[config.mk]
export PLATFORM = sky130hd
export DESIGN_NAME = nmt_mem_arbiter
export DESIGN_NICKNAME = d
export VERILOG_FILES = /design/src/rtl/nmt_mem_arbiter.sv
export SDC_FILE = /design/constraint.sdc
export NUM_CORES = 1
export LEC_CHECK = 0
export BUFFER_PORTS_ARGS = -buffer_cell sky130_fd_sc_hd__buf_4
export CORE_AREA = 2 2 116 118
export DETAILED_ROUTE_END_ITERATION = 6
export DIE_AREA = 0 0 118 120
export GPL_ROUTABILITY_DRIVEN = 0
export PLACE_DENSITY = 0.72
export SYNTH_ARGS = -nofsm -noshare
export SYNTH_HDL_FRONTEND = slang
export SYNTH_SLANG_ARGS = --single-unit
[constraint.sdc]
create_clock -name clk -period 7.46 [get_ports clk]
set_clock_uncertainty 0.15 [all_clocks]
set_input_delay 1.119 -clock clk [delete_from_list [all_inputs] [get_ports clk]]
set_output_delay 1.119 -clock clk [all_outputs]
set_load 0.01 [all_outputs]
[src/rtl/nmt_mem_arbiter.sv]
// Round-robin arbiter sharing one single-port memory between NUM_REQ NMT MEM stages,
// with a bounded per-thread lock so one thread can finish a read-modify-write atomically.
module nmt_mem_arbiter #(
  parameter int NUM_REQ  = 4,
  parameter int ADDR_W   = 9,
  parameter int DATA_W   = 32,
  parameter int MAX_HOLD = 8
) (
  input  logic                      clk,
  input  logic                      rst_n,
  input  logic [NUM_REQ-1:0]        req_valid,
  input  logic [NUM_REQ-1:0]        req_we,
  input  logic [NUM_REQ-1:0]        req_lock,
  input  logic [NUM_REQ*ADDR_W-1:0] req_addr,
  input  logic [NUM_REQ*DATA_W-1:0] req_wdata,
  output logic [NUM_REQ-1:0]        req_ready,
  output logic [NUM_REQ-1:0]        rsp_valid,
  output logic [DATA_W-1:0]         rsp_rdata,
  output logic                      mem_en,
  output logic                      mem_we,
  output logic [ADDR_W-1:0]         mem_addr,
  output logic [DATA_W-1:0]         mem_wdata,
  input  logic [DATA_W-1:0]         mem_rdata,
  output logic                      lock_timeout
);
  localparam int IDX_W  = (NUM_REQ > 1) ? $clog2(NUM_REQ) : 1;
  localparam int HOLD_W = $clog2(MAX_HOLD + 1);

  typedef enum logic {ARB, LOCKED} state_t;

  state_t            state_q;
  logic [IDX_W-1:0]  ptr_q;
  logic [IDX_W-1:0]  owner_q;
  logic [HOLD_W-1:0] hold_q;
  logic              lock_timeout_q;

  logic              mem_en_q;
  logic              mem_we_q;
  logic [ADDR_W-1:0] mem_addr_q;
  logic [DATA_W-1:0] mem_wdata_q;
  logic [IDX_W-1:0]  id_q;

  logic              p2_valid_q;
  logic              p2_we_q;
  logic [IDX_W-1:0]  p2_id_q;
  logic [NUM_REQ-1:0] rsp_valid_q;
  logic [DATA_W-1:0] rsp_rdata_q;

  logic [ADDR_W-1:0] addr_arr  [NUM_REQ];
  logic [DATA_W-1:0] wdata_arr [NUM_REQ];

  for (genvar gi = 0; gi < NUM_REQ; gi++) begin : g_unpack
    assign addr_arr[gi]  = req_addr[gi*ADDR_W +: ADDR_W];
    assign wdata_arr[gi] = req_wdata[gi*DATA_W +: DATA_W];
  end

  function automatic logic [IDX_W-1:0] next_idx(input logic [IDX_W-1:0] base, input int offs);
    int sum;
    sum = int'(base) + offs;
    if (sum >= NUM_REQ) sum = sum - NUM_REQ;
    return IDX_W'(sum);
  endfunction

  // Search from ptr upward; iterating the offsets backwards lets the nearest valid win.
  logic [IDX_W-1:0] rr_idx;
  logic             rr_any;
  always_comb begin
    rr_idx = ptr_q;
    rr_any = 1'b0;
    for (int k = NUM_REQ - 1; k >= 0; k--) begin
      if (req_valid[next_idx(ptr_q, k)]) begin
        rr_idx = next_idx(ptr_q, k);
        rr_any = 1'b1;
      end
    end
  end

  logic [IDX_W-1:0] xfer_idx;
  logic             xfer;
  logic             hold_last;

  assign xfer_idx  = (state_q == LOCKED) ? owner_q : rr_idx;
  assign xfer      = rst_n && ((state_q == LOCKED) ? req_valid[owner_q] : rr_any);
  assign req_ready = xfer ? (NUM_REQ'(1) << xfer_idx) : '0;
  assign hold_last = (hold_q >= HOLD_W'(MAX_HOLD - 1));

  always_ff @(posedge clk or negedge rst_n) begin
    if (!rst_n) begin
      state_q        <= ARB;
      ptr_q          <= '0;
      owner_q        <= '0;
      hold_q         <= '0;
      lock_timeout_q <= 1'b0;
    end else begin
      case (state_q)
        ARB: begin
          if (xfer) begin
            if (req_lock[xfer_idx]) begin
              state_q <= LOCKED;
              owner_q <= xfer_idx;
              hold_q  <= '0;
            end else begin
              ptr_q <= next_idx(xfer_idx, 1);
            end
          end
        end
        LOCKED: begin
          // Saturating so a lock renewed on its final cycle still expires next idle cycle.
          if (!hold_last) hold_q <= hold_q + HOLD_W'(1);
          if (xfer) begin
            if (!req_lock[owner_q]) begin
              state_q <= ARB;
              ptr_q   <= next_idx(owner_q, 1);
            end
          end else if (hold_last) begin
            state_q        <= ARB;
            ptr_q          <= next_idx(owner_q, 1);
            lock_timeout_q <= 1'b1;
          end
        end
        default: state_q <= ARB;
      endcase
    end
  end

  always_ff @(posedge clk or negedge rst_n) begin
    if (!rst_n) begin
      mem_en_q    <= 1'b0;
      mem_we_q    <= 1'b0;
      mem_addr_q  <= '0;
      mem_wdata_q <= '0;
      id_q        <= '0;
      p2_valid_q  <= 1'b0;
      p2_we_q     <= 1'b0;
      p2_id_q     <= '0;
      rsp_valid_q <= '0;
      rsp_rdata_q <= '0;
    end else begin
      mem_en_q <= xfer;
      if (xfer) begin
        mem_we_q    <= req_we[xfer_idx];
        mem_addr_q  <= addr_arr[xfer_idx];
        mem_wdata_q <= req_we[xfer_idx] ? wdata_arr[xfer_idx] : '0;
        id_q        <= xfer_idx;
      end else begin
        mem_we_q <= 1'b0;
      end
      // The memory sees the command at the next edge; its read data is valid one cycle later.
      p2_valid_q  <= mem_en_q;
      p2_we_q     <= mem_we_q;
      p2_id_q     <= id_q;
      rsp_valid_q <= p2_valid_q ? (NUM_REQ'(1) << p2_id_q) : '0;
      rsp_rdata_q <= (p2_valid_q && !p2_we_q) ? mem_rdata : '0;
    end
  end

  assign mem_en       = mem_en_q;
  assign mem_we       = mem_we_q;
  assign mem_addr     = mem_addr_q;
  assign mem_wdata    = mem_wdata_q;
  assign rsp_valid    = rsp_valid_q;
  assign rsp_rdata    = rsp_rdata_q;
  assign lock_timeout = lock_timeout_q;

endmodule

Yosys cells after proc, flatten, opt, wreduce, memory -nomap -nowiden
Index checks and enable logic that the tools add are counted.
W data, S select, Z words.

word-level totals
  flip-flop bits (word level) = 95
  bits of input ports = 210
  output and inout bits = 84
  logic and storage cells = 118

cells by class
  $add $sub $neg = 12
  order comparisons = 14
  eq/ne operators = 6
  shift operators = 2
  mux-type cells = 59
  bitwise gates (word level) = 3
  reduce and logical (&&, ||, !) cells = 7

operators with widths
  kind                   count
  $mux W32               4
  $bmux W32 S2           1
  $mux W2                16
  $mux W4                5
  $mux W1                19
  $bmux W9 S2            1
  $ge A3 B3 Y1 const B   6
  $lt A2 B3 Y1 const B   6
  $mux W9                2
  $bmux W1 S2            8
  $sub A2 B1 Y2 const B  6
  $add A2 B1 Y3 const B  3
  $reduce_and A3 Y1      3
  $ne A2 B2 Y1 const B   4
  $pmux W4 S2            1
  $shl A1 B2 Y4 const A  2
  $add A2 B2 Y3 const B  2
  $add A4 B1 Y4 const B  1
  $ge A4 B3 Y1 const B   1
  $pmux W2 S2            1
  $reduce_and A4 Y1      1
  $ge A2 B3 Y1 const B   1
  $ne A3 B1 Y1 const B   1
  $ne A3 B3 Y1 const B   1
  other kinds (5)        7

Depth between registers and ports, before layout
Gate-level depths: netlist of run 1.

  word-level depth = 16
  gate-level depth with buffers = 11
  depth with buffers taken out = 7

Least setup slack after synthesis of run 1
Ideal clock, no wire load.

  path kind = input-to-output
  start = input port req_valid[3]
  end = output port req_ready[0]
  arrival time = 2,808 ps
  data required time = 6,191 ps
  setup slack = 3,383 ps
  stages = 9
  path buffers = 3
  path through = and4b_1 o41ai_1 o31a_1 buf_2 buf_4 buf_4 inv_2 ha_1 and2_1

between the ends
  cells in the longest elaborated chain, start to end = 9
  elaborated cells between the ends (all ways) = 23
  those cells by class = shift: 1; mux: 21; reduce/logical: 1

RTL lines
  item                           line  text
  start, declared                11    input logic [NUM_REQ-1:0] req_valid,
  $bmux W1 S2                    71    if (req_valid[next_idx(ptr_q, k)]) begin
  $mux W1 (not written as such)  71
  $mux W2 (3 in a row)           71
  $mux W2 *                      71
  $mux W2 *                      82    assign xfer_idx = (state_q == LOCKED) ? owner_q : rr_idx;
  named net xfer_idx[1]          78    logic [IDX_W-1:0] xfer_idx;
  $shl A1 B2 Y4 *                84    assign req_ready = xfer ? (NUM_REQ'(1) << xfer_idx) : '0;
  $mux W4 *                      84
  end, declared                  16    output logic [NUM_REQ-1:0] req_ready,

The timed path passes the listed nets; every way through them passes the cells marked *. The select of a mux whose other input is x is not followed.

Worst setup path after layout of run 1
  start = input port req_valid[3]
  end = output port req_ready[0]

between the ends
  cells in the longest elaborated chain, start to end = 9
  elaborated cells between the ends (all ways) = 23
  those cells by class = shift: 1; mux: 21; reduce/logical: 1

RTL lines
  item                                                         line
  $bmux W1 S2                                                  71
  $mux W1 (not written as such)                                71
  $mux W2 / $mux W1 (equally long branches) (4 in a row)       71
  $mux W2 / $mux W1 (equally long branches)                    82, 83
  $shl A1 B2 Y4 / $logic_and A1 B1 Y1 (equally long branches)  84, 83
  $mux W4 *                                                    84

Mark *: on every way between the ends. The rest lies on a longest branch, timed or not. The select of a mux whose other input is x is not followed.

==> results.toml, run 1 <==
[cts]
cts.clk_slew.worst_paths_ns = 0.07
cts_max_level = 3
clk_latency_ns = 0.33
cts_buffers = 9
cts_tree = "done"
clock-sinks = 95
ctsHoldBuffers = 0
cts.path.max_buffers = 2
post_cts_resized = 0
cts_setup_buffers = 0
cts_root_buffer = "clkbuf_16"

[sta]
hold_viol = 0
fin_crit_sh = 0.646
finalSetupTns_ns = 0
worstMarginPinSlew_ns = 1.01
rsz0062_at_grt = "no"
layout_min_cycle_time_ns = 4.82
finalSetupViolCount = 0
whs_ns = 0.230
fmax_ghz = 0.208
slew_headroom = 0.324
maxSlewViolCount = 0

[worst_setup_path]
slowest_stage = "o31a_2"
cp-start-kind = "input pin"
r2r_end = "mem_wdata[23]"
path_cells = "buf_4 > and4b_1 > o41ai_1 > o31a_2 > inv_2 > ha_1 > and2_1 > buf_4"
reg2reg_slack_ns = 3.41
slowest_delay_ns = 0.84
crit_arrival_ns = 3.55
reg2reg_depth = 7
path_common_cell = "buf_4"
worst_setup_path_end_kind = "primary output"
crit_type = "in -> out"
cp.required_ns = 6.19
worstPathMaxFanout = 26
r2r_start = "ptr_q[1]"

[place]
portBuffers = 293
dp_hpwl_um = 10700

[floorplan]
chipWidth_um = 118
start_util = 0.380
io_pins = 294
die_area_um2 = 14200
num_rows = 42
core_area_um2 = 13000
die_y_um = 120

[flow_run]
maxCapViolations = 0

[synth]
yosysSeqAreaShare = 0.481
yosys.area.top_type = "dfrtp_1"
yosysTopAreaCellShare = 0.481
yosys_warnings = 0
dominantRegCellSynth = "dfrtp_1"
synthTopCellsByArea = "dfrtp_1 48%, mux2i_1 17%, a32o_1 6.5%, nand2_1 6.2%, and2_1 4.7%"
avgSynthCellArea_um2 = 11.0
ys_async_sr_fraction = 1.00
syn_nets = 663
syn-cell-area_um2 = 4940
ys_types = 44
synth_edf_count = 0
ys_seq_elements = 95
syn_inst = 448

[pwr]
peakVddDrop_mv = 0.235
p_seq_frac = 0.295
p_per_area_nw_per_um2 = 359
clkPwrFrac = 0.154
power_leakage_nw = 3.86
intPower_mw = 1.63
power_switching_mw = 1.06
combPwrFrac = 0.551
switching_share = 0.392

[drt]
route.detailed.drc = 0
vias_per_cell = 5.00
num_vias = 4529
routed_wl_um = 14400
postRouteAntennaNets = 0
wl_per_cell_um = 15.9
first_pass_iters = 4
drtIter0Drc = 269

[grt]
grt.overflow.total = 0
grt_pass1_vias = 4632
grt_max_degree = 68
grtUsageTotal = 0.201
grt_pass1_wl_um = 22800
antenna_found_initial = 0

[hold_path]
hold_depth = 0
hp-class = "reg -> reg"
hold_end = "p2_id_q[0]"
hp-start = "id_q[0]"

[final_layout]
drive_gt1_frac = 0.454
syn_to_final_growth_pct = 51.5
fin_nets = 940
antenna_cells = 0
utilization = 0.577

[outcome]
status = "finished clean"
kinds of logic after synthesis:
kind of cell,synth area share
flip-flops,0.481
AND/OR/NAND/NOR,0.133
XOR/XNOR,0.00177
multiplexers,0.211
buffers and inverters,0.0481
adder cells (fa/ha/maj),0.0127
AO/OA/AOI/OAI,0.112
critical path, delay by kind of cell:
kind	cells	cell delay [ns]
AOI/OAI and AO/OA	2	1.47
buffers and inverters	3	0.38
and+or+nand+nor	2	0.34
adders and majority gates	1	0.23
synthesized netlist by cell type, types with 2 or more instances:
master,number
a32o_1,32
inv_2,3
o21ai_1,15
buf_2,2
ha_1,5
mux2_1,3
mux2i_1,84
a31oi_1,3
a21oi_1,2
a211oi_1,2
nor2_1,4
mux2_2,9
nand2b_1,2
nor3b_1,3
o311ai_0,2
or2_1,2
buf_4,9
buf_6,5
mux4_2,3
inv_1,6
nand2_1,82
clkbuf_1,16
nor2b_1,2
and2_1,37
o211ai_1,2
dfrtp_1,95
metrics by stage:
step                area [µm²]  instances  worst slack [ns]  total power, mW
global placement          7220        890              2.95             2.25
CTS                       7480        905              2.76             2.72
finish                    7480        905              2.64             2.69
floorplan                 4940        448              3.38             1.81
detailed placement        7220        890              2.78             2.30
global route              7480        905              2.61             2.88
power groups by stage:
stage | logic [mW] | registers (mW) | clock network (mW)
finish | 1.48 | 0.794 | 0.413
global route | 1.62 | 0.814 | 0.454
CTS | 1.50 | 0.794 | 0.426
detailed placement | 1.50 | 0.801 | 0
global placement | 1.46 | 0.792 | 0
floorplan | 0.968 | 0.843 | 0
sequential cells by signal, summed over array words and instances (netlist names):
name and flops:
mem_we 1, hold_q 4, mem_addr 9, mem_wdata 32, p2_valid_q 1, rsp_rdata 32
mem_en 1, id_q 2, rsp_valid 4, ptr_q 2, p2_we_q 1, p2_id_q 2
state_q 1, owner_q 2, lock_timeout 1
layout by cell type, fill, tap and decap left out, types with 3 or more instances in the layout:
cell type   count
ha_1            5
nand2_1        82
buf_4         299
o21ai_1        14
mux2i_1        84
nor3b_1         3
mux4_2          3
mux2_1          3
dfrtp_1        95
clkinvlp_4      3
nor2_1          4
clkbuf_16       9
and2_1         37
inv_2           3
a32o_1         32
mux2_2          9
inv_1           6
a31oi_1         3
worst max path at each step:
stage	to	startpoint	slack [ns]
after floorplan	req_ready[0]	req_valid[3]	3.38
after global placement	req_ready[1]	req_valid[0]	2.95
after detailed placement	req_ready[0]	req_valid[0]	2.78
after CTS	req_ready[0]	req_valid[0]	2.76
after global routing	req_ready[0]	req_valid[0]	2.61
final	req_ready[0]	req_valid[3]	2.64
layer usage:
layer	wire length [µm]	track usage
met1	5450	0.228
met2	7610	0.367
met3	1090	0.0537
met4	240	0.0670
met5	0	0
cell type report:
cell class | instances | area [µm²]
Fill cell | 1105 | 5500
Sequential cell | 95 | 2380
Multi-Input combinational cell | 310 | 2340
Timing Repair Buffer | 299 | 2240
Clock buffer | 10 | 229
Tap cell | 176 | 220
Inverter | 10 | 40.0
Clock inverter | 5 | 36.3
Power figures use the tool's default switching activity.
==> run 2, diff against run 1 <==
- ABC_AREA: default -> 1
- CORE_AREA: 2 2 116 118 -> default
- CORE_MARGIN: default -> 2
- CORE_UTILIZATION: default -> 42
- DIE_AREA: 0 0 118 120 -> default
- PLACE_DENSITY: 0.72 -> 0.78
- clock period: 7.46 -> 4.07 ns (I/O delays scaled with it)
==> run 2 against run 1 <==
Register-to-register slack got worse by 2.7 ns. Combinational power rose to 2.8 times the previous value. Routed wire length rose by 22%. Non-clock buffer count grew 6. Clock power grew 120%. Cell count grew 45%. Worst hold slack worse by 0.031 ns. Via count up 36%. Flip-flop and latch count did not move. Largest power group unchanged.
==> results.toml, run 2 <==
[synth]
ys_async_sr_fraction = 1.00
syn_inst = 863
ys_top_cells_by_count = "408 x nand2_1, 119 x inv_1, 95 x dfrtp_1"
yosys.area.top_type = "dfrtp_1"
dominantRegCellSynth = "dfrtp_1"
synth_edf_count = 0
yosys_warnings = 0
synth.most_common_cell = "nand2_1"
syn-cell-area_um2 = 5640
syn_nets = 1078
ys_types = 29
yosysSeqAreaShare = 0.421
avgSynthCellArea_um2 = 6.54
ys_seq_elements = 95
synthTopCellsByArea = "dfrtp_1 42%, nand2_1 27%, inv_1 7.9%, nand3_1 6.9%, nor2_1 3.4%"
yosysTopAreaCellShare = 0.421

[worst_setup_path]
cp.required_ns = 3.31
crit_type = "reg -> out"
worst_setup_path_end_kind = "primary output"
cp-start-kind = "flip-flop"
worstPathMaxFanout = 26
crit_arrival_ns = 3.02

[sta]
worstMarginPinSlew_ns = 0.804
layout_min_cycle_time_ns = 3.79
fin_crit_sh = 0.930
maxSlewViolCount = 0
rsz0062_at_grt = "no"
fmax_ghz = 0.264
hold_viol = 0
slew_headroom = 0.464
finalSetupViolCount = 0
finalSetupTns_ns = 0

[cts]
clk_latency_ns = 0.34
cts_root_buffer = "clkbuf_16"
cts_max_level = 3
cts.path.max_buffers = 2
cts.clk_slew.worst_paths_ns = 0.07
cts_setup_buffers = 0
cts_tree = "done"
ctsHoldBuffers = 0
post_cts_resized = 0
clock-sinks = 95
cts_buffers = 9

[final_layout]
mostFrequentLayoutCells = "408 x nand2_1, 305 x buf_4, 118 x inv_1"
utilization = 0.623
fin_nets = 1349
layout_commonest_cell = "nand2_1"
multi_input_area_um2 = 2560
drive_gt1_frac = 0.295
ff_latch_area_um2 = 2380
syn_to_final_growth_pct = 45.6
fillerInstances = 1262
antenna_cells = 0

[outcome]
status = "finished clean"

[floorplan]
num_rows = 42
die_area_um2 = 14400
core_area_um2 = 13200
start_util = 0.428
die_y_um = 120
chipWidth_um = 120
io_pins = 294

[pwr]
p_per_area_nw_per_um2 = 798
peakVddDrop_mv = 0.395
power_leakage_nw = 5.09

[drt]
drtIter0Drc = 332
route.detailed.drc = 0
vias_per_cell = 4.70
first_pass_iters = 5
num_vias = 6179
routed_wl_um = 17600
postRouteAntennaNets = 0
wl_per_cell_um = 13.4

[place]
dp_hpwl_um = 13200
portBuffers = 293

[grt]
grt_max_degree = 66
grt_pass1_wl_um = 28200
antenna_found_initial = 0
grtUsageTotal = 0.245
grt.overflow.total = 0
grt_pass1_vias = 5997

[hold_path]
hp-class = "in -> async"

[flow_run]
maxCapViolations = 0
## run 2: path summary, 6_finish.rpt
check	from	slack, ns	depth (start not counted)	end
min	rst_n	0.20	2	mem_wdata[8]
min in group clk	id_q[1]	0.23	0	p2_id_q[1]
min reg2reg	id_q[1]	0.23	0	p2_id_q[1]
max in group asynchronous	rst_n	2.89	2	rsp_rdata[4]
max	ptr_q[0]	0.28	14	req_ready[0]
max reg2reg	ptr_q[0]	0.74	14	mem_wdata[27]
## run 2: kinds of logic (layout without fill, tap and decap cells)
kind of cell	Yosys count	in the layout	share of synthesized area
AOI/OAI and AO/OA	42	42	0.0410
xor gates and xnor gates	1	1	0.00288
adders and majority gates	5	5	0.0111
buffers and inverters	166	441	0.126
DFF	95	95	0.421
and+or+nand+nor	554	554	0.398
## run 2: stage by stage
| stage | area [µm²] | instances | power [mW] | setup slack, ns | hold WS (ns) |
|---|---|---|---|---|---|
| finish | 8220 | 1314 | 6.56 | 0.285 | 0.199 |
| global route | 8220 | 1314 | 7.25 | 0.0321 | 0.240 |
| CTS | 8220 | 1314 | 6.62 | 0.319 | 0.220 |
| detailed placement | 7900 | 1299 | 5.70 | 0.695 | 0.216 |
| global placement | 7900 | 1299 | 5.66 | 0.738 | 0.211 |
| floorplan | 5640 | 863 | 4.52 | 1.27 | 0.165 |
## run 2: final cells by class
cell class,count,area share
clock inverter,6,0.0114
inverter,121,0.0553
sequential,95,0.289
multi-input combinational,602,0.311
tap,176,0.0268
timing repair buffer,305,0.279
clock buffer,9,0.0274
## run 2: power by group
part           internal, mW  total [mW]  switching (mW)
combinational          1.47        4.20            2.73
sequential             1.26        1.46           0.197
clock                 0.539       0.903           0.363
## run 2: critical path, cell delays in order, from the launching register on
cell,delay (ns)
dfrtp_1,0.59
inv_1,0.19
nand2_1,0.11
o21ai_1,0.10
nand2_1,0.09
nand2_1,0.07
nor2_1,0.10
nand2_1,0.06
nand2_1,0.08
nand2_2,0.24
inv_2,0.52
ha_1,0.24
inv_1,0.04
nor2_1,0.10
buf_4,0.16
## run 2: layer usage
layer / vias up / share of wire / global-route usage
met5: - / 0 / 0
met4: 0 / 0.030 / 0.0978
met3: 36 / 0.075 / 0.0523
met2: 265 / 0.48 / 0.429
met1: 2751 / 0.41 / 0.293
li1: 3127 / - / -
